===== src/rtl/quad_decoder_pkg.sv =====
// Shared types and transition tables for the quadrature decoder.
package quad_decoder_pkg;

  // Filtered phase pair, packed as {A, B}.
  typedef logic [1:0] phase_t;

  localparam logic DIR_UP   = 1'b1;
  localparam logic DIR_DOWN = 1'b0;

  // Next-state tables, indexed by the current phase pair (2 bits per entry).
  // Up:   00->01, 01->11, 11->10, 10->00
  // Down: 00->10, 10->11, 11->01, 01->00
  localparam logic [7:0] UP_TABLE   = 8'b10_00_11_01;
  localparam logic [7:0] DOWN_TABLE = 8'b01_11_00_10;

  function automatic phase_t up_next(input phase_t p);
    return UP_TABLE[{p, 1'b0} +: 2];
  endfunction

  function automatic phase_t down_next(input phase_t p);
    return DOWN_TABLE[{p, 1'b0} +: 2];
  endfunction

endpackage


===== src/rtl/quad_decoder_counter_if.sv =====
// Encoder-side inputs and position outputs of the quadrature decoder.
interface quad_decoder_counter_if #(
  parameter int WIDTH = 8
);
  logic             enc_a;
  logic             enc_b;
  logic             load;
  logic [WIDTH-1:0] load_data;
  logic             clr_err;
  logic [WIDTH-1:0] count;
  logic             step;
  logic             dir;
  logic             err;

  // Driver of the encoder phases and control, consumer of the position.
  modport master (
    output enc_a, enc_b, load, load_data, clr_err,
    input  count, step, dir, err
  );

  // The decoder itself.
  modport slave (
    input  enc_a, enc_b, load, load_data, clr_err,
    output count, step, dir, err
  );
endinterface


===== src/rtl/qd_input_filter.sv =====
// Synchroniser plus deglitch filter for one asynchronous encoder phase.
module qd_input_filter #(
  parameter int SYNC_STAGES = 2,
  parameter int FILT_LEN    = 3
) (
  input  logic i_clk,
  input  logic i_rst,
  input  logic i_raw,
  output logic o_level
);

  localparam int CW = (FILT_LEN > 1) ? $clog2(FILT_LEN) : 1;
  localparam logic [CW-1:0] CNT_LAST = CW'(FILT_LEN - 1);

  logic [SYNC_STAGES-1:0] r_sync;
  logic                   r_level;
  logic [CW-1:0]          r_cnt;
  logic                   w_synced;

  assign w_synced = r_sync[SYNC_STAGES-1];
  assign o_level  = r_level;

  // Shift the raw pin through the synchroniser chain.
  always_ff @(posedge i_clk) begin
    if (i_rst) r_sync <= '0;
    else       r_sync <= {r_sync[SYNC_STAGES-2:0], i_raw};
  end

  // Accept a new level only after FILT_LEN consecutive differing samples.
  always_ff @(posedge i_clk) begin
    if (i_rst) begin
      r_level <= 1'b0;
      r_cnt   <= '0;
    end else if (w_synced == r_level) begin
      r_cnt <= '0;
    end else if (r_cnt == CNT_LAST) begin
      r_level <= w_synced;
      r_cnt   <= '0;
    end else begin
      r_cnt <= r_cnt + CW'(1);
    end
  end

endmodule


===== src/rtl/quad_decoder_counter.sv =====
// Quadrature decoder: filters A/B, decodes Gray steps, keeps a loadable position.
module quad_decoder_counter
  import quad_decoder_pkg::*;
#(
  parameter int WIDTH       = 8,
  parameter int SYNC_STAGES = 2,
  parameter int FILT_LEN    = 3
) (
  input  logic                  clk,
  input  logic                  rst,
  quad_decoder_counter_if.slave bus
);

  // Decoding is held off until the filters have had time to pass the pin
  // levels present at reset; prev tracks the filtered pair meanwhile, so an
  // encoder resting at 11 never looks like a 00->11 jump.
  localparam int PRIME_CYC = SYNC_STAGES + FILT_LEN + 1;
  localparam int PW        = $clog2(PRIME_CYC + 1);
  localparam logic [PW-1:0] PRIME_LAST = PW'(PRIME_CYC - 1);

  logic             w_a_filt;
  logic             w_b_filt;
  phase_t           w_cur;
  logic             w_up;
  logic             w_down;
  logic             w_illegal;

  phase_t           r_prev;
  logic             r_primed;
  logic [PW-1:0]    r_prime_cnt;
  logic [WIDTH-1:0] r_count;
  logic             r_step;
  logic             r_dir;
  logic             r_err;

  qd_input_filter #(.SYNC_STAGES(SYNC_STAGES), .FILT_LEN(FILT_LEN)) u_filt_a (
    .i_clk  (clk),
    .i_rst  (rst),
    .i_raw  (bus.enc_a),
    .o_level(w_a_filt)
  );

  qd_input_filter #(.SYNC_STAGES(SYNC_STAGES), .FILT_LEN(FILT_LEN)) u_filt_b (
    .i_clk  (clk),
    .i_rst  (rst),
    .i_raw  (bus.enc_b),
    .o_level(w_b_filt)
  );

  assign w_cur     = {w_a_filt, w_b_filt};
  assign w_up      = r_primed && (w_cur == up_next(r_prev));
  assign w_down    = r_primed && (w_cur == down_next(r_prev));
  assign w_illegal = r_primed && (w_cur == ~r_prev);

  assign bus.count = r_count;
  assign bus.step  = r_step;
  assign bus.dir   = r_dir;
  assign bus.err   = r_err;

  // Track the previous filtered pair and the priming window after reset.
  always_ff @(posedge clk) begin
    if (rst) begin
      r_prev      <= '0;
      r_primed    <= 1'b0;
      r_prime_cnt <= '0;
    end else begin
      r_prev <= w_cur;
      if (!r_primed) begin
        if (r_prime_cnt == PRIME_LAST) r_primed    <= 1'b1;
        else                           r_prime_cnt <= r_prime_cnt + PW'(1);
      end
    end
  end

  // Step pulse and direction follow every valid transition, loaded or not.
  always_ff @(posedge clk) begin
    if (rst) begin
      r_step <= 1'b0;
      r_dir  <= DIR_DOWN;
    end else begin
      r_step <= w_up || w_down;
      if (w_up)        r_dir <= DIR_UP;
      else if (w_down) r_dir <= DIR_DOWN;
    end
  end

  // Position: load overrides decode; wraps modulo 2^WIDTH.
  always_ff @(posedge clk) begin
    if (rst)         r_count <= '0;
    else if (bus.load) r_count <= bus.load_data;
    else if (w_up)   r_count <= r_count + WIDTH'(1);
    else if (w_down) r_count <= r_count - WIDTH'(1);
  end

  // Sticky illegal-transition flag; a new error beats a clear.
  always_ff @(posedge clk) begin
    if (rst)              r_err <= 1'b0;
    else if (w_illegal)   r_err <= 1'b1;
    else if (bus.clr_err) r_err <= 1'b0;
  end

endmodule


===== src/flat_wrapper.sv =====
// flat-port wrapper written by rule: the top's interface ports become plain ports
module quad_decoder_counter_flat import quad_decoder_pkg::*;
#(
  parameter int WIDTH       = 8,
  parameter int SYNC_STAGES = 2,
  parameter int FILT_LEN    = 3
)
  (clk, rst, bus_enc_a, bus_enc_b, bus_load, bus_load_data, bus_clr_err, bus_count, bus_step, bus_dir, bus_err);
  quad_decoder_counter_if #(.WIDTH(WIDTH)) bus_i ();
  input  logic clk;
  input  logic rst;
  input wire logic [$bits(bus_i.enc_a)-1:0] bus_enc_a;
  input wire logic [$bits(bus_i.enc_b)-1:0] bus_enc_b;
  input wire logic [$bits(bus_i.load)-1:0] bus_load;
  input wire logic [$bits(bus_i.load_data)-1:0] bus_load_data;
  input wire logic [$bits(bus_i.clr_err)-1:0] bus_clr_err;
  output wire logic [$bits(bus_i.count)-1:0] bus_count;
  output wire logic [$bits(bus_i.step)-1:0] bus_step;
  output wire logic [$bits(bus_i.dir)-1:0] bus_dir;
  output wire logic [$bits(bus_i.err)-1:0] bus_err;
  assign bus_i.enc_a = bus_enc_a;
  assign bus_i.enc_b = bus_enc_b;
  assign bus_i.load = bus_load;
  assign bus_i.load_data = bus_load_data;
  assign bus_i.clr_err = bus_clr_err;
  assign bus_count = bus_i.count;
  assign bus_step = bus_i.step;
  assign bus_dir = bus_i.dir;
  assign bus_err = bus_i.err;
  quad_decoder_counter #(.WIDTH(WIDTH), .SYNC_STAGES(SYNC_STAGES), .FILT_LEN(FILT_LEN)) u_core (.clk(clk), .rst(rst), .bus(bus_i));
endmodule

===== config.mk =====
export PLATFORM = sky130hd
export DESIGN_NAME = quad_decoder_counter_flat
export DESIGN_NICKNAME = d
export VERILOG_FILES = /design/src/rtl/quad_decoder_pkg.sv /design/src/rtl/quad_decoder_counter_if.sv /design/src/rtl/qd_input_filter.sv /design/src/rtl/quad_decoder_counter.sv /design/src/flat_wrapper.sv
export SDC_FILE = /design/constraint.sdc
export NUM_CORES = 1
export LEC_CHECK = 0
export BUFFER_PORTS_ARGS = -buffer_cell sky130_fd_sc_hd__buf_2
export CORE_UTILIZATION = 45
export CTS_CLUSTER_DIAMETER = 40
export DETAILED_ROUTE_END_ITERATION = 6
export GPL_ROUTABILITY_DRIVEN = 0
export PLACE_DENSITY = 0.67
export SYNTH_ARGS = -nofsm -noshare
export SYNTH_HDL_FRONTEND = slang
export SYNTH_SLANG_ARGS = --single-unit

===== constraint.sdc =====
create_clock -name clk -period 4.25 [get_ports clk]
set_input_delay 1.0625 -clock clk [delete_from_list [all_inputs] [get_ports clk]]
set_output_delay 1.0625 -clock clk [all_outputs]
set_load 0.02 [all_outputs]

After elaboration in Yosys (flattened, before gate mapping). Index checks and enable logic that the tools add are counted.

$add $sub $neg: 5. Multiply operators: 0. Divide/modulo/power cells: 0. Order comparisons: 0. Eq/ne operators: 8. Shift-type cells: 2. Mux-type cells: 9. Bitwise logic cells: 5. Reductions and logical operators: 12.

Operators with widths (number): $mux 8 (3); $shiftx 8x4->2 const A (2); $add 8x1->8 const B (1); $sub 8x1->8 const B (1); $eq 2x2->1 (3); $mux 1 (6); $reduce_and 2->1 (3); $reduce_or 3->1 (2); $add 2x1->2 const B (2); $eq 2x2->1 const B (2); $not 1->1 (4); $reduce_bool 2->1 (2); $add 3x1->3 const B (1); $eq 3x3->1 const B (1); $logic_and 1x1->1 (3); $reduce_bool 3->1 (1); $eq 1x1->1 (2); $not 2->2 (1); $logic_or 1x1->1 (1).

Bits in registers: 27. Latch bits: 0. RAM bits: 0. Bits in read-only memories: 0. Bits of input ports: 14. Output and inout bits: 11. Memories: 0.

Depth between registers and ports, before layout. Gate-level depths: netlist of the first run.

Word-level depth: 6. Depth in mapped cells: 9. Gate-level depth less buffers: 9.

Cells and area by module. A second synthesis of the first run with hierarchy kept.

Cell total of the unflattened synthesis: 149. Area total of the unflattened synthesis: 1425.1 um^2.

By module, submodules not included: quad_decoder_counter (times used 1, cells each 121, area an instance 1097.3 um^2); qd_input_filter (times used 2, cells each 14, area an instance 163.9 um^2).

Worst setup path before layout of the first run. OpenSTA, ideal clock, no wires.

Path type: flip-flop to flip-flop. Start point: reg u_core.u_filt_b.r_level (netlist: u_core.u_filt_b.o_level). End point: reg u_core.r_count[4] (netlist: u_core.bus.count[4]). Data arrival time: 2.213 ns. Required time: 4.117 ns. Setup slack: 1.904 ns. Cell stages (with the launch flop): 10. Period minus slack after synthesis: 2.346 ns. Path through: dfxtp_1 xor2_1 nand3_1 fa_1 a21o_1 a21oi_1 xnor2_1 nor2_2 a211oi_1 nor3_1.

Longest elaborated chain between the ends: 4. Elaborated cells between the ends (all ways): 7. Classes of those cells: eq/ne (2); mux (2); reduce/logical (3).

Ends and longest elaborated chain: start: declaration (line qd_input_filter.sv:16) `logic r_level;`; start signal: assignment (line qd_input_filter.sv:37) `r_level <= w_synced;`; $eq 2x2->1 (line quad_decoder_counter.sv:51) `assign w_up = r_primed && (w_cur == up_next(r_prev));`; $logic_and 1x1->1 (line quad_decoder_counter.sv:51); $mux 8 (line quad_decoder_counter.sv:91) `else if (w_up) r_count <= r_count + WIDTH'(1);`; $mux 8 (line quad_decoder_counter.sv:90) `else if (bus.load) r_count <= bus.load_data;`; end signal: assignment (line quad_decoder_counter.sv:90); end signal: assignment (line quad_decoder_counter.sv:91); end signal: assignment (line quad_decoder_counter.sv:92) `else if (w_down) r_count <= r_count - WIDTH'(1);`; end: declaration (line quad_decoder_counter.sv:31) `logic [WIDTH-1:0] r_count;`.

Several ways; a longest one is shown, not always the timed one. A chain may end at the register's enable or synchronous reset.

Worst setup path after layout of the first run.
Start point: reg u_core.u_filt_b.r_level (netlist: u_core.u_filt_b.o_level). End point: reg u_core.r_count[7] (netlist: u_core.bus.count[7]).

Same word-level chain as after synthesis.

==> results of run 1 <==
-- logic make-up after synthesis --
group,Yosys count
buf+inv,15
mux,7
flops,27
compound gates,26
fa+ha+maj,12
xor+xnor,14
simple gates,49
-- routing by layer --
metal  global-route usage, %  share of wire [%]
met5                       0                  0
met4                   3.061               0.47
met3                   4.018                4.1
met2                   27.91                 48
met1                   21.22                 47
-- worst paths after layout --
check                                                 to  slack [ns]  cells past startpoint
worst min-delay path            u_core.u_filt_a.r_cnt[0]        0.42                      1
worst min register to register  u_core.u_filt_a.r_cnt[0]        0.42                      1
worst max-delay path                 u_core.bus.count[7]        1.51                      9
worst max register to register       u_core.bus.count[7]        1.51                      9
-- critical path, cell delays in order (launching register included) --
cell and delay, ns:
dfxtp_1 0.45, xor2_1 0.30, nand3_1 0.38, ha_1 0.46, a21o_1 0.19, a21oi_1 0.25, a21oi_1 0.11, o221ai_1 0.22
mux2i_1 0.21, nand2_1 0.06
-- flip-flops by register name, indices dropped and copies added, names as in the netlist --
| register | flops |
|---|---|
| u_core.bus.count | 8 |
| u_core.r_prime_cnt | 3 |
| u_core.r_prev | 2 |
| u_core.u_filt_a.r_cnt | 2 |
| u_core.u_filt_a.r_sync | 2 |
| u_core.u_filt_b.r_cnt | 2 |
| u_core.u_filt_b.r_sync | 2 |
| u_core.bus.dir | 1 |
| u_core.bus.err | 1 |
| u_core.bus.step | 1 |
| u_core.r_primed | 1 |
| u_core.u_filt_a.o_level | 1 |
| u_core.u_filt_b.o_level | 1 |
-- power by group --
group / switching [mW] / internal [mW] / leakage (nW)
logic: 0.0471 / 0.0389 / 0.455
clock network: 0.0770 / 0.0360 / 0.0139
registers: 0.0105 / 0.266 / 0.221
total: 0.135 / 0.341 / 0.690
-- final cells by class --
class                   instances  area, um^2
clock buffers                   3       22.52
clock inverters                 1       7.507
fillers                       283        1300
inverters                       9       33.78
multi-input cells             108       789.5
flip-flops and latches         27       540.5
well taps                      31       38.79
repair buffers                 24       120.1
-- stage by stage --
| step | std cells | area, um^2 | setup slack (ns) |
|---|---|---|---|
| after floorplan | 150 | 1395 | 1.904 |
| final | 203 | 1553 | 1.508 |
| after detailed placement | 199 | 1523 | 1.527 |
| after global routing | 203 | 1553 | 1.360 |
| after CTS | 203 | 1553 | 1.498 |
| after global placement | 199 | 1523 | 1.704 |
-- cells in the final DEF, fill, tap and decap left out, types with 2 or more instances in the layout --
master	netlist	routed
dfxtp_1	27	27
xnor2_1	8	8
or3_1	3	3
mux2i_1	6	6
nor3_1	3	3
a211oi_1	3	3
nand2_1	9	9
nor3b_1	2	2
buf_2	1	24
clkbuf_4	0	3
nor2_1	14	14
inv_1	9	9
a21o_1	3	3
a32oi_1	2	2
ha_1	11	11
a21oi_1	9	9
nand3_1	3	3
nor2b_1	8	8
nor2_2	2	2
xor2_1	5	5
==> impl_metrics.json, run 1 <==
{
  "layout-drive-gt1-share_pct": 20.35,
  "grt_pass1_wl_mm": 4.291,
  "clock_latency_ns": 0.33,
  "worst_pin_slew_ns": 0.4883,
  "required_ns": 4.48,
  "routed_via_density": 5.192,
  "cts_hold_buf": 0,
  "clk_pin_slew_worst_paths_ns": 0.15,
  "synth_top_family_by_area": "simple AND/OR/NAND/NOR gates",
  "core_area_mm2": 0.002853,
  "hold_class": "register to register",
  "crit_arrival_ns": 2.97,
  "setup_viol": 0,
  "cts_root_buf": "clkbuf_4",
  "synth-seq-area-share_pct": 38.74,
  "p_total_mw": 0.4752,
  "antenna_found_initial": 0,
  "pwr_density_cell_mw_per_mm2": 306.1,
  "rows": 19,
  "wirelength_mm": 2.560,
  "synth_common_cells": "dfxtp_1, nor2_1, ha_1",
  "ant_nets": 0,
  "drc": 2,
  "async_flop_share_pct": 0,
  "wl_per_cell_um": 12.61,
  "synth_area_leader_cell": "dfxtp_1",
  "cts.path.max_buffers": 2,
  "hold_viol_final": 0,
  "finalCritPeriodShare_pct": 64.51,
  "synth-edff-count": 0,
  "syn_area_per_cell_um2": 9.301,
  "insertedDiodeCount": 0,
  "grt_start_max_net_pins": 29,
  "syn_nets": 176,
  "crit_start": "u_core.u_filt_b.o_level",
  "synth_xor_area_share_pct": 9.327,
  "area_growth_pct": 11.30,
  "max_freq_mhz": 364.7,
  "die-area_mm2": 0.003327,
  "maxSlewViolCount": 0,
  "grt_pass1_vias": 1012,
  "whs_ns": 0.4206,
  "status": "finished, violations left",
  "yosys_register_bits": 27,
  "io_pins": 25,
  "yosysMostFrequentCell": "dfxtp_1",
  "synthAdderAreaFrac_pct": 11.30,
  "synth-simple-area-share_pct": 17.76,
  "cts_resized": 0,
  "rr_startpoint": "u_core.u_filt_b.o_level",
  "start_util_pct": 48.90,
  "post-route-util_pct": 54.43,
  "endpoint_kind": "register",
  "ys_warn_count": 0,
  "cts_max_level": 1,
  "cp_max_fo": 9,
  "overflow": 0,
  "die_w_um": 57.68,
  "grt_use_total_pct": 16.32,
  "violations": "design-rule violations",
  "p_leak_nw": 0.6902,
  "rsz0062_at_grt": "false",
  "synth_top_cell_area_share_pct": 38.74,
  "vias": 1054,
  "worstSetupPathType": "register to register",
  "period_needed_ns": 2.742,
  "clock_sink_count": 27,
  "synth_area_mm2": 0.001395,
  "post-cts-setup-buffer-count": 0,
  "synth_mux_area_share_pct": 5.112,
  "ys_types": 38,
  "ys.flop_type": "dfxtp_1",
  "max_slew_margin_pct": 67.45,
  "worst_clock_skew_ns": 0.01191,
  "dpl.hpwl_mm": 1.948,
  "drt-initial-drc-count": 32,
  "nets": 199,
  "min_from": "u_core.u_filt_a.r_cnt[0]",
  "cts_tree": "done",
  "vdd_drop_max_v": 0.0002132,
  "dr.pass1.iters": 6,
  "io_buffers": 24,
  "netlist_instances": 150,
  "cts_buffers": 3,
  "fin_setup_tns_ns": 0,
  "drv_cap": 0,
  "startpoint_type": "register",
  "fp.dieH_um": 57.68,
  "synth_compound_area_share_pct": 13.09,
  "ys_top_cells_by_area": "dfxtp_1, ha_1, xnor2_1"
}
Note: power is estimated with default switching activity, not from simulation.
==> run 2: changes to the inputs <==
==> constraint.sdc (replaced) <==
create_clock -name clk -period 2.8 [get_ports clk]
set_input_delay 0.7 -clock clk [delete_from_list [all_inputs] [get_ports clk]]
set_output_delay 0.7 -clock clk [all_outputs]
set_load 0.02 [all_outputs]
==> run 2 against run 1 <==
The flow still finishes with violations (design-rule violations). Global-route usage up 0.58 points. Largest power group unchanged. Clock-buffer cell count is the same. Maximum frequency increased by 7.3%. Sequential power grew 52%. Register-to-register slack worse by 1.3 ns. Routed wire length hardly changed. Utilization is 0.61 points higher. Combinational power rose by 51%. First-iteration DRC count stayed put.
==> impl_metrics.json, run 2 (same netlist as run 1, synthesis figures left out) <==
{
  "start_util_pct": 48.90,
  "whs_ns": 0.4184,
  "crit_arrival_ns": 2.78,
  "grt_pass1_vias": 1069,
  "worstReg2RegEnd": "u_core.bus.count[7]",
  "r2r_setup_slack_ns": 0.24,
  "rows": 19,
  "min_to": "u_core.u_filt_b.r_cnt[0]",
  "rsz0062_at_grt": "false",
  "drv_cap": 0,
  "io_buffers": 24,
  "finalCritPeriodShare_pct": 91.27,
  "maxSlewViolCount": 0,
  "clock_sink_count": 27,
  "fp.dieH_um": 57.68,
  "vdd_drop_max_v": 0.0002239,
  "seqPwrFrac_pct": 58.8,
  "nets": 200,
  "cts_tree": "done",
  "layout-drive-gt1-share_pct": 21.97,
  "die_w_um": 57.68,
  "grt_start_max_net_pins": 29,
  "switching_share_pct": 27.70,
  "fin_area_mm2": 0.001570,
  "endpoint_kind": "register",
  "worst_clock_skew_ns": 0.003620,
  "drt-initial-drc-count": 32,
  "cts_buffers": 3,
  "max_slew_margin_pct": 67.15,
  "clock_latency_ns": 0.32,
  "hold_depth": 1,
  "fin_setup_tns_ns": 0,
  "wl_per_cell_um": 12.55,
  "switchingPower_mw": 0.1975,
  "final_cell_mix": "dfxtp_1, buf_2, nor2_1",
  "hold_viol_final": 0,
  "pwr-share-comb_pct": 18.2,
  "worst_pin_slew_ns": 0.4927,
  "cts_root_buf": "clkbuf_4",
  "vias": 1070,
  "cts.path.max_buffers": 2,
  "routed_via_density": 5.245,
  "clk_pin_slew_worst_paths_ns": 0.14,
  "cp_max_fo": 9,
  "internal_power_mw": 0.5155,
  "wirelength_mm": 2.561,
  "period_needed_ns": 2.555,
  "drc": 2,
  "max_freq_mhz": 391.3,
  "rr_startpoint": "u_core.u_filt_b.o_level",
  "post-cts-setup-buffer-count": 0,
  "dr.pass1.iters": 6,
  "worstSetupPathType": "register to register",
  "die-area_mm2": 0.003327,
  "dpl.hpwl_mm": 1.932,
  "overflow": 0,
  "cts_max_level": 1,
  "io_pins": 25,
  "grt_use_total_pct": 16.90,
  "p_clk_share_pct": 23.0,
  "pwr_density_cell_mw_per_mm2": 454.0,
  "setup_viol": 0,
  "hold_class": "register to register",
  "ant_nets": 0,
  "placed_cell_area_mm2": 0.001530,
  "largest_reg_flops": 8,
  "status": "finished, violations left",
  "area_growth_pct": 12.56,
  "min_from": "u_core.u_filt_b.r_cnt[0]",
  "startpoint_type": "register",
  "layout_commonest_cell": "dfxtp_1",
  "grt_pass1_wl_mm": 4.429,
  "insertedDiodeCount": 0,
  "p_leak_nw": 0.6990,
  "core_area_mm2": 0.002853,
  "required_ns": 3.03,
  "antenna_found_initial": 0,
  "worstRegToRegCells": 9,
  "violations": "design-rule violations"
}
[run 2: cell count changes in the layout (fill, tap and decap cells not counted), sizes merged]
cell	previous run	this run
buf	24	25
clkinv	0	1
clkinvlp	1	0
[run 2: how the worst max path moves through the flow]
stage / from / endpoint / slack (ns) / cells past startpoint
after floorplan: u_core.u_filt_b.o_level / u_core.bus.count[4] / 0.45 / 9
after global placement: u_core.u_filt_b.o_level / u_core.bus.count[7] / 0.25 / 9
after detailed placement: u_core.u_filt_b.o_level / u_core.bus.count[7] / 0.01 / 9
after CTS: u_core.u_filt_b.o_level / u_core.bus.count[7] / 0.001 / 9
after global routing: u_core.u_filt_b.o_level / u_core.bus.count[4] / 0.06 / 9
final: u_core.u_filt_b.o_level / u_core.bus.count[7] / 0.24 / 9
[run 2: area by class of cell]
| class | count | area (um^2) |
|---|---|---|
| Fill cell | 278 | 1282 |
| Multi-Input combinational cell | 108 | 802.0 |
| Sequential cell | 27 | 540.5 |
| Timing Repair Buffer | 25 | 127.6 |
| Tap cell | 31 | 38.79 |
| Inverter | 9 | 33.78 |
| Clock buffer | 3 | 22.52 |
| Clock inverter | 1 | 5.005 |
[run 2: metrics by stage]
| stage | cells | utilization [%] | setup slack (ns) | power, mW |
|---|---|---|---|---|
| floorplan | 150 | - | 0.4543 | 0.5213 |
| global placement | 200 | 53.64 | 0.2533 | 0.5498 |
| detailed placement | 200 | 53.64 | 0.01154 | 0.5581 |
| CTS | 204 | 54.61 | 0.001197 | 0.7242 |
| global route | 204 | 55.04 | 0.05561 | 0.7520 |
| finish | 204 | 55.04 | 0.2445 | 0.7130 |
[run 2: per-layer routing]
layer,global-route usage [%],routed length (um),up-vias
met5,0,0,-
met4,7.483,32,0
met3,2.232,75,4
met2,28.90,1233,17
met1,21.42,1219,494
li1,-,-,555
[run 2: what timing repair did]
item                       CTS  global route
setup endpoints to repair    0             5
hold buffers                 0             0
gates resized for setup      0             2
[run 2: critical path, stage by stage (launching register included)]
cell and delay [ns]:
dfxtp_1 0.48, xor2_2 0.26, nand3_2 0.26, ha_1 0.41, a21o_1 0.19, a21oi_1 0.26, a21oi_1 0.10, o221ai_1 0.23
mux2i_1 0.22, nand2_1 0.06
[run 2: power groups by stage]
stage          sequential (mW)  clock, mW  combinational (mW)
2_1_floorplan            0.433          0              0.0880
3_3_place_gp             0.427          0               0.123
3_5_place_dp             0.428          0               0.130
4_1_cts                  0.420      0.174               0.131
5_1_grt                  0.422      0.185               0.145
6_report                 0.419      0.164               0.130
